**src/rtl/mips_pkg.sv**
```systemverilog
// Shared MIPS pipeline definitions.
// PC-source encodings, NOP word and fetch FSM types.
package mips_pkg;

  localparam logic [1:0] PC_SRC_SEQ    = 2'd0;
  localparam logic [1:0] PC_SRC_BRANCH = 2'd1;
  localparam logic [1:0] PC_SRC_JUMP   = 2'd2;

  localparam logic [31:0] NOP_INST = 32'h0000_0000;

  typedef enum logic [1:0] {
    IDLE,
    ISSUE,
    WAIT,
    HOLD
  } fetch_state_e;

  typedef struct packed {
    logic [31:0] inst;
    logic [31:0] pcp4;
  } fetch_pkt_t;

endpackage

```
**src/rtl/fetch_skid_buf.sv**
```systemverilog
// One-entry {inst, pcp4} holding slot for a response
// that lands while the IF/ID register is stalled.
module fetch_skid_buf
  import mips_pkg::*;
(
  input  logic       clk,
  input  logic       rst_n,
  input  logic       flush,
  input  logic       load,
  input  logic       unload,
  input  fetch_pkt_t din,
  output logic       full,
  output fetch_pkt_t dout
);

  always_ff @(posedge clk) begin
    if (!rst_n) begin
      full <= 1'b0;
      dout <= '0;
    end else if (flush || unload) begin
      full <= 1'b0;
    end else if (load) begin
      full <= 1'b1;
      dout <= din;
    end
  end

endmodule

```
**src/rtl/fetch_stage.sv**
```systemverilog
// IF stage: owns the PC, runs one outstanding imem fetch
// and hands {inst, PC+4} to the IF/ID register.
module fetch_stage #(
  parameter logic [31:0] RESET_PC = 32'h0000_0000,
  parameter logic [31:0] NOP_INST = 32'h0000_0000
) (
  input  logic        clk,
  input  logic        rst_n,
  input  logic        keep,
  input  logic [1:0]  pc_source,
  input  logic [31:0] pc_branch,
  input  logic [31:0] pc_jump,
  output logic        imem_req,
  output logic [31:0] imem_addr,
  input  logic        imem_gnt,
  input  logic        imem_rvalid,
  input  logic [31:0] imem_rdata,
  output logic        inst_valid,
  output logic [31:0] inst_out,
  output logic [31:0] pcp4_out,
  output logic [31:0] pc_out
);

  import mips_pkg::*;

  fetch_state_e state;
  fetch_state_e state_nxt;

  logic [31:0] pc;
  logic [31:0] target;
  logic        kill;
  logic        redirect;
  logic        fire;
  logic        resp;
  logic        room;
  logic        skid_full;
  logic        skid_load;
  logic        skid_unload;
  logic        skid_full_nxt;
  fetch_pkt_t  skid_q;
  fetch_pkt_t  resp_pkt;

  assign redirect = (pc_source != PC_SRC_SEQ);
  assign fire     = imem_req && imem_gnt;
  assign pc_out   = pc;

  always_comb begin
    target = pc + 32'd4;
    unique case (1'b1)
      pc_source == PC_SRC_BRANCH: target = pc_branch;
      pc_source[1]:               target = pc_jump;
      default:                    target = pc + 32'd4;
    endcase
  end

  // In WAIT the PC has already stepped past the outstanding word,
  // so it is exactly that word's PC+4.
  assign resp = (state == WAIT) && imem_rvalid
             && !kill && !redirect;
  assign resp_pkt = '{inst: imem_rdata, pcp4: pc};

  assign skid_unload = !redirect && !keep && skid_full;
  assign skid_load   = resp && keep && inst_valid;
  assign skid_full_nxt = !redirect
    && ((skid_full && !skid_unload) || skid_load);
  assign room = !skid_full_nxt;

  fetch_skid_buf u_skid (
    .clk    (clk),
    .rst_n  (rst_n),
    .flush  (redirect),
    .load   (skid_load),
    .unload (skid_unload),
    .din    (resp_pkt),
    .full   (skid_full),
    .dout   (skid_q)
  );

  always_ff @(posedge clk) begin
    if (!rst_n) state <= IDLE;
    else        state <= state_nxt;
  end

  always_comb begin
    state_nxt = state;
    unique case (state)
      IDLE:  state_nxt = ISSUE;
      ISSUE: begin
        if (skid_full)     state_nxt = HOLD;
        else if (imem_gnt) state_nxt = WAIT;
      end
      WAIT: begin
        if (imem_rvalid)
          state_nxt = room ? ISSUE : HOLD;
      end
      HOLD: begin
        if (room) state_nxt = ISSUE;
      end
      default: state_nxt = IDLE;
    endcase
  end

  always_comb begin
    imem_req  = 1'b0;
    imem_addr = pc;
    if (state == ISSUE && !skid_full)
      imem_req = 1'b1;
  end

  always_ff @(posedge clk) begin
    if (!rst_n)        pc <= RESET_PC;
    else if (redirect) pc <= target & ~32'h3;
    else if (fire)     pc <= pc + 32'd4;
  end

  // Kill only when a response is still owed after this cycle.
  always_ff @(posedge clk) begin
    if (!rst_n) begin
      kill <= 1'b0;
    end else if (redirect
      && ((state == WAIT && !imem_rvalid) || fire)) begin
      kill <= 1'b1;
    end else if (state == WAIT && imem_rvalid) begin
      kill <= 1'b0;
    end
  end

  always_ff @(posedge clk) begin
    if (!rst_n) begin
      inst_valid <= 1'b0;
      inst_out   <= NOP_INST;
      pcp4_out   <= 32'h0;
    end else if (redirect) begin
      inst_valid <= 1'b0;
      inst_out   <= NOP_INST;
      pcp4_out   <= 32'h0;
    end else if (!keep) begin
      if (skid_full) begin
        inst_valid <= 1'b1;
        inst_out   <= skid_q.inst;
        pcp4_out   <= skid_q.pcp4;
      end else if (resp) begin
        inst_valid <= 1'b1;
        inst_out   <= resp_pkt.inst;
        pcp4_out   <= resp_pkt.pcp4;
      end else begin
        inst_valid <= 1'b0;
        inst_out   <= NOP_INST;
      end
    end else if (!inst_valid && resp) begin
      inst_valid <= 1'b1;
      inst_out   <= resp_pkt.inst;
      pcp4_out   <= resp_pkt.pcp4;
    end
  end

endmodule

```
**config.mk**
```make
export PLATFORM = sky130hd
export DESIGN_NAME = fetch_stage
export DESIGN_NICKNAME = d
export VERILOG_FILES = /design/src/rtl/mips_pkg.sv /design/src/rtl/fetch_skid_buf.sv /design/src/rtl/fetch_stage.sv
export SDC_FILE = /design/constraint.sdc
export NUM_CORES = 1
export LEC_CHECK = 0
export CAP_MARGIN = 10
export CORE_UTILIZATION = 50
export CTS_CLUSTER_SIZE = 12
export DETAILED_ROUTE_END_ITERATION = 6
export DONT_BUFFER_PORTS = 1
export PLACE_DENSITY = 0.62
export SKIP_CTS_REPAIR_TIMING = 1
export SYNTH_ARGS = -nofsm -noshare
export SYNTH_HDL_FRONTEND = slang
export SYNTH_SLANG_ARGS = --single-unit
```
**constraint.sdc**
```tcl
create_clock -name clk -period 3.55 [get_ports clk]
set_clock_uncertainty 0.2 [all_clocks]
set_input_delay 0.5325 -clock clk [delete_from_list [all_inputs] [get_ports clk]]
set_output_delay 0.5325 -clock clk [all_outputs]
set_load 0.03 [all_outputs]
```
==> Word level (Yosys, flattened, before mapping) <==
Cells that the tools add are included.
{ "word_totals": {"register_bits": 165, "output_inout_bits": 130, "elab_cells": 79, "inputBits": 103} }
{ "op_classes": {"reduce_logical": 34, "bitwise_logic": 2, "n_mux": 24, "eq_ne": 8, "n_addsub": 1} }
{ "ops": {"columns": ["operator", "count"], "rows": [
  ["two-way mux 32 bit", 10],
  ["case mux 32 bit (2 select lines)", 1],
  ["adder 32 x 3 -> 32 bit (second input constant)", 1],
  ["logical AND 1 bit", 14],
  ["two-way mux 2 bit", 5],
  ["case mux 2 bit (4 select lines)", 1],
  ["logical NOT 1 bit", 7],
  ["two-way mux 1 bit", 7],
  ["nonzero test 2 bit", 3],
  ["== test 2 x 1 -> 1 bit (second input constant)", 2],
  ["== test 2 bit (second input constant)", 2],
  ["inequality test 2 bit (second input constant)", 2],
  ["AND reduction 2 bit", 2],
  ["OR reduction 2 bit", 2],
  ["logical OR 1 bit", 3],
  ["inequality test 3 x 2 -> 1 bit (second input constant)", 1],
  ["AND reduction 3 bit", 1],
  ["nonzero test 3 bit", 1],
  ["logical NOT 2 bit", 1],
  ["inequality test 2 x 1 -> 1 bit (second input constant)", 1],
  ["inverter 1 bit", 2]
]} }

==> Depth between registers and ports, before layout <==
Gate-level depths: netlist of the first run.
{ "logic_depth": {"depth_word": 11, "mapped_depth": 9, "ltp_nobuf": 7} }

==> Modules after synthesis <==
Synthesis of the first run repeated with hierarchy kept, for this count alone.
{ "hier_totals": {"hier_cells": 907, "area_unflattened_um2": 7898.8} }
{ "modules_own_cells": {"columns": ["module", "area_per_inst_um2", "cells_each", "seq_area_each_um2", "n_inst"], "rows": [
  ["fetch_stage", 5251.3, 626, 1961.9, 1],
  ["fetch_skid_buf", 2647.5, 281, 1301.2, 1]
]} }

==> Worst setup path after synthesis of the first run <==
OpenSTA, ideal clock, no wires.
{ "synth_path": {"path_kind": "register to register", "start": "reg pc[2] (netlist: imem_addr[2])", "end": "reg pc[24] (netlist: imem_addr[24])", "period_less_slack_ns": 2.165, "setup_time_ns": 0.129, "t_required_ns": 3.221, "path_buffers": 1, "path_slack_ns": 1.385, "t_arrival_ns": 1.836, "path_stages_with_launch": 8, "cell_sequence": "dfxtp_1 -> ha_1 -> and3_1 -> clkbuf_2 -> nand3_1 -> nor4_4 -> xnor2_1 -> o22ai_1"} }
{ "synth_between": {"elab_chain_len": 3, "word_cells_on_any_way": 4, "classes_between": "add/sub: 1; mux: 3"} }
{ "synth_lines": {"columns": ["item", "line", "source"], "rows": [
  ["from (decl)", "fetch_stage.sv:29", "logic [31:0] pc;"],
  ["from (signal assigned)", "fetch_stage.sv:112", "else if (redirect) pc <= target & ~32'h3;"],
  ["from (signal assigned)", "fetch_stage.sv:113", "else if (fire) pc <= pc + 32'd4;"],
  ["adder 32 x 3 -> 32 bit (*)", "fetch_stage.sv:52, fetch_stage.sv:113", null],
  ["case mux 32 bit (2 select lines) / two-way mux 32 bit (equally long branches)", "fetch_stage.sv:49, fetch_stage.sv:113", null],
  ["two-way mux 32 bit (*)", "fetch_stage.sv:112", null]
]} }
Every way passes the cells marked *; elsewhere a longest branch is shown, timed or not. The select of a mux whose other input is x is not followed.
A chain may end at the register's enable or synchronous reset.

==> Worst setup path after layout of the first run <==
{ "layout_path": {"start": "reg state[0]", "end": "reg u_skid.dout[35] (netlist name)"} }
{ "layout_between": {"elab_chain_len": 7} }
{ "layout_lines": {"columns": ["item", "line", "source"], "rows": [
  ["from (decl)", "fetch_stage.sv:26", "fetch_state_e state;"],
  ["from (signal assigned)", "fetch_stage.sv:81", "else state <= state_nxt;"],
  ["== test 2 bit", "fetch_stage.sv:58", "assign resp = (state == WAIT) && imem_rvalid"],
  ["logical AND 1 bit", "fetch_stage.sv:58", null],
  ["logical AND 1 bit (2 in series)", "fetch_stage.sv:59", "&& !kill && !redirect;"],
  ["logical AND 1 bit (2 in series)", "fetch_stage.sv:63", "assign skid_load = resp && keep && inst_valid;"],
  ["AND reduction 2 bit (no line)", null, null],
  ["to (signal assigned)", "fetch_skid_buf.sv:24", "dout <= din;"],
  ["to (decl)", "fetch_skid_buf.sv:13", "output fetch_pkt_t dout"]
]} }
Every way passes these cells.

==> results of run 1 <==
[where the power goes]
group	switching (µW)	leakage, µW	internal [µW]
clock	728	0.000288	1070
sequential	26.1	0.00129	1810
combinational	309	0.00165	130
[layout make-up]
type	count	area (µm²)
clock buffer	22	464.2
clock inverter	10	111.4
fill	1392	6845
inverter	9	33.78
multi-input combinational	633	3915
sequential	159	3183
tap	188	235.2
timing repair buffer	46	357.8
[flip-flops by register name, indices dropped and copies added (netlist names)]
| signal | flops |
|---|---|
| state | 2 |
| pcp4_out | 30 |
| kill | 1 |
| u_skid.dout | 62 |
| inst_out | 32 |
| u_skid.full | 1 |
| imem_addr | 30 |
| inst_valid | 1 |
[worst register-to-register path, delay by kind of cell, from the launching register on]
kind	cells	cell delay, ns
AO/OA/AOI/OAI	1	0.06
AND/OR/NAND/NOR	3	1.27
flip-flops	1	0.34
buffers and inverters	2	0.43
adder cells (fa/ha/maj)	1	0.23
[path summary, 6_finish.rpt]
path         slack (ns)       startpoint               to  depth (start not counted)
max reg2reg        0.87         state[0]  u_skid.dout[35]                          7
min reg2reg        0.25  u_skid.dout[63]  u_skid.dout[63]                          2
min                0.03            rst_n    imem_addr[28]                          2
max                0.87         state[0]  u_skid.dout[35]                          7
[through the flow]
step                power [µW]  hold WS (ns)  cells  worst slack, ns
finish                    4077       0.03222   1067           0.8731
global route              4221       0.02307   1067           0.6226
CTS                       4111       0.01528   1067           0.8583
detailed placement        2317        0.2463   1035           0.8700
global placement          2304        0.2411   1035           0.9409
floorplan                 2250        0.2357    909            1.385
[cell usage in the layout, fill, tap and decap left out, types with 3 or more instances in the layout]
cell type / count
a211oi_1: 8
a211oi_2: 28
a21oi_1: 92
a222oi_1: 4
a22o_1: 6
a22oi_1: 14
a31oi_1: 7
and2_1: 5
and3_1: 4
buf_4: 45
clkbuf_1: 3
clkbuf_16: 17
clkinv_2: 5
conb_1: 6
dfxtp_1: 159
ha_1: 4
inv_1: 8
mux2i_1: 65
nand2_1: 155
nand2b_1: 3
nand3_1: 45
nand3b_1: 3
nand4_1: 10
nor2_1: 45
nor2b_1: 3
nor3_1: 11
nor3b_1: 3
o21ai_0: 18
o21ai_1: 33
o22ai_1: 4
xnor2_1: 3
xor2_1: 3
[routing by layer]
layer | part of all wire | vias to the layer above | track usage
met2 | 0.48 | 240 | 0.4264
met1 | 0.43 | 3071 | 0.3124
met3 | 0.073 | 24 | 0.07676
met5 | 0 | - | 0
li1 | - | 3086 | -
met4 | 0.016 | 0 | 0.09851
[cell families (layout without fill, tap and decap cells)]
logic type	after synthesis	count (layout)	share of synthesized area
adder cells (fa/ha/maj)	4	4	0.006471
AO/OA/AOI/OAI	240	240	0.2124
AND/OR/NAND/NOR	312	312	0.1912
XOR/XNOR	6	6	0.006795
other	1	6	0.0004848
flip-flops	159	159	0.4115
multiplexers	65	65	0.08411
buffers and inverters	117	87	0.08702
==> flow_metrics.tcl, run 1 <==
set metrics [dict create \
    status "completed" \
    max_slew.worst_pin.slew_ns 0.9823 \
    placed_cell_area_um2 7725 \
    syn_area_um2 7735 \
    worstPathRequired_ns 3.62 \
    yosys_most_used_dff "dfxtp_1" \
    fp.dieW_um 126.4 \
    critPathLaunchType "flip-flop" \
    place.gp.congestion 0.8462 \
    tritoncts "built" \
    finalSetupTns_ns 0 \
    power_leakage_uw 0.003223 \
    final-max-slew-violation-count 0 \
    cts_made_buffers 17 \
    crit_path_cell_trace "inv_1 -> ha_1 -> nand3b_1 -> or3_2 -> buf_4 -> nand2_1 -> a21oi_1" \
    hold_viol 0 \
    crit_family "simple AND/OR/NAND/NOR gates" \
    final_layout_size_suffix_gt1_frac 0.1445 \
    p_per_area_nw_per_um2 491.2 \
    synth.cells.most_frequent "dfxtp_1 (159), nand2_1 (156), a21oi_1 (92)" \
    crit_path_top_delay_cell "or3_2" \
    ys_async_sr_fraction 0 \
    rsz0062_at_grt "false" \
    synth_seq_cells 159 \
    port_buffers 0 \
    synth_cell_types 66 \
    yosysTopAreaCell "dfxtp_1" \
    first_iter_violations 326 \
    ioPinCount 233 \
    critical-path-max-stage-delay_ns 0.88 \
    ant_nets 0 \
    initial_core_util 0.5107 \
    syn2layout_area_growth_pct 7.312 \
    cts-root-buf "clkbuf_16" \
    period_share 0.7541 \
    vias_per_cell 6.018 \
    synth_edf_count 0 \
    critPathKind "reg -> reg" \
    drtPass1Iterations 6 \
    fp-row-count 45 \
    critPathCaptureType "flip-flop" \
    overflow 0 \
    die_h_um 126.4 \
    fin_area_um2 8300 \
    cts_buffer_depth 2 \
    relSlewSlack 0.3422 \
    synth_seq_area_share 0.4115 \
    hpwlAfterDp_um 14120 \
    grt_antenna_before_repair 0 \
    vias 6421 \
    synth_area_leaders "dfxtp_1 (41%), mux2i_1 (8.4%), nand2_1 (7.6%), a21oi_1 (6.0%), a211oi_2 (4.5%)" \
    clk_latency_ns 0.43 \
    max-cap-violations 0 \
    dieArea_um2 15970 \
    grt_pass1_wl_um 32200 \
    synth.avg_cell_area_um2 8.556 \
    setup_viol 0 \
    grt_start_max_net_pins 42 \
    cts.sinks 159 \
    finalCriticalPeriod_ns 2.677 \
    cp_max_fo 37 \
    core_um2 15150 \
    grtUsageTotal 0.2565 \
    drc_errors 0 \
    grt_pass1_vias 6049 \
    synth_most_common_cell "dfxtp_1" \
    clock.fmax_ghz 0.3736 \
    diodes 0 \
    htree_num_levels 4 \
    cp_num_buf_inv 2 \
    utilization 0.5480 \
    holdCritPathClass "in -> reg" \
    fin_nets 973 \
    ir_drop_mv 0.3334 \
    synth_cells 904 \
    routed_wl_um 20190 \
    arrival_ns 2.75 \
    yosysWarnings 0 \
    path_clk_slew_ns 0.06 \
    wl_per_cell_um 18.92 \
    synth_top_cell_area_share 0.4115 \
]
No activity file was read; power rests on OpenSTA's default activity.
==> run 2, diff against run 1 <==
==> constraint.sdc (replaced) <==
create_clock -name clk -period 2.5 [get_ports clk]
set_clock_uncertainty 0.2 [all_clocks]
set_input_delay 0.375 -clock clk [delete_from_list [all_inputs] [get_ports clk]]
set_output_delay 0.375 -clock clk [all_outputs]
set_load 0.03 [all_outputs]
==> run 2 against run 1 <==
The flow now finishes with violations (negative hold slack). Combinational power up 62%. Clock power up 41%. Worst hold slack worse by 0.042 ns. Sequential share of layout area decreased by 2.3 points. Via count increased by 3.5%. Cell area up 6.4%. Setup slack got worse by 0.71 ns. Global-route usage hardly changed. Sequential power rose by 42%. Critical endpoint is now pcp4_out[7].
==> flow_metrics.tcl, run 2 (same netlist as run 1, synthesis figures left out) <==
set metrics [dict create \
    holdCritPathClass "in -> reg" \
    grtUsageTotal 0.2563 \
    relSlewSlack 0.5842 \
    fin_area_um2 8831 \
    place.gp.congestion 0.8244 \
    grt_antenna_before_repair 0 \
    overflow 0 \
    die_h_um 126.4 \
    grt_pass1_wl_um 32360 \
    ant_nets 0 \
    rsz0062_at_grt "false" \
    cp_max_fo 28 \
    ir_drop_mv 0.4572 \
    max_slew.worst_pin.slew_ns 0.6238 \
    vias_per_cell 5.976 \
    ioPinCount 233 \
    setup_viol 0 \
    dieArea_um2 15970 \
    max-cap-violations 0 \
    fp-row-count 45 \
    status "finished with violations" \
    critPathLaunchType "flip-flop" \
    first_iter_violations 387 \
    r2r_setup_slack_ns 0.16 \
    utilization 0.5831 \
    core_um2 15150 \
    min_path_cells 2 \
    critPathKind "reg -> reg" \
    power_leakage_uw 0.003433 \
    placed_cell_area_um2 7812 \
    finalCriticalPeriod_ns 2.338 \
    htree_num_levels 4 \
    layout_commonest_cell "dfxtp_1" \
    fillerInstances 1308 \
    largest_reg_flops 62 \
    final-max-slew-violation-count 0 \
    p_per_area_nw_per_um2 663.9 \
    hold_ws_ns -0.009419 \
    top_regs "u_skid.dout: 62 flops, inst_out: 32 flops" \
    hold_viol 4 \
    drtPass1Iterations 5 \
    final_layout_size_suffix_gt1_frac 0.1407 \
    clock.fmax_ghz 0.4277 \
    fp.dieW_um 126.4 \
    cts_buffer_depth 2 \
    violations "negative hold slack" \
    ff2ff_path_depth 8 \
    drc_errors 0 \
    vias 6645 \
    initial_core_util 0.5107 \
    cts.sinks 159 \
    syn2layout_area_growth_pct 14.17 \
    grt_pass1_vias 6306 \
    wl_per_cell_um 18.89 \
    critPathCaptureType "flip-flop" \
    path_clk_slew_ns 0.06 \
    routed_wl_um 21010 \
    period_share 0.9353 \
    grt_start_max_net_pins 63 \
    hpwlAfterDp_um 13970 \
    mostFrequentLayoutCells "dfxtp_1 (159), nand2_1 (155), a21oi_1 (92), mux2i_1 (65), buf_4 (46)" \
    regMostFlops "u_skid.dout" \
    diodes 0 \
    clk_latency_ns 0.41 \
    cts-root-buf "clkbuf_16" \
    arrival_ns 2.47 \
    port_buffers 0 \
    finalSetupTns_ns 0 \
    cts_made_buffers 17 \
    worstPathRequired_ns 2.63 \
    tritoncts "built" \
    fin_nets 1022 \
]
-- run 2: stage by stage --
step,instances,total power (µW),setup slack [ns]
2_1_floorplan,909,3194,0.3346
3_3_place_gp,1040,3282,0.2390
3_5_place_dp,1040,3302,0.1276
4_1_cts,1068,5839,0.1051
5_1_grt,1112,6067,0.04678
6_report,1112,5863,0.1618
-- run 2: power by group --
part	internal (µW)	switching (µW)
combinational	239	471
clock	1560	984
sequential	2580	36.6
-- run 2: area by class of cell --
class / count / area [µm²] / share of cell area
multi-input combinational: 634 / 3934 / 0.4455
sequential: 159 / 3183 / 0.3604
timing repair buffer: 94 / 875.8 / 0.09918
clock buffer: 23 / 488.0 / 0.05526
tap: 188 / 235.2 / 0.02664
clock inverter: 5 / 81.33 / 0.009209
inverter: 9 / 33.78 / 0.003825
-- run 2: critical path, cell delays in order, from the launching register on --
cell	delay [ns]
dfxtp_1	0.34
inv_1	0.08
ha_1	0.23
nand3b_1	0.25
o31ai_2	0.33
and2_4	0.29
buf_12	0.21
nor2_1	0.08
a211oi_2	0.22
-- run 2: metal layers --
metal	vias to the layer above	share of wire	track usage	routed length, µm
li1	3182	-	-	-
met1	3133	0.42	0.3020	8902
met2	295	0.49	0.4397	10220
met3	35	0.069	0.06748	1455
met4	0	0.021	0.1113	431
met5	-	0	0	0
-- run 2: final timing paths --
check / start / to
worst min register to register: u_skid.dout[36] / u_skid.dout[36]
worst max register to register: state[0] / pcp4_out[7]
worst min-delay path: pc_jump[20] / imem_addr[20]
worst max-delay path: state[0] / pcp4_out[7]
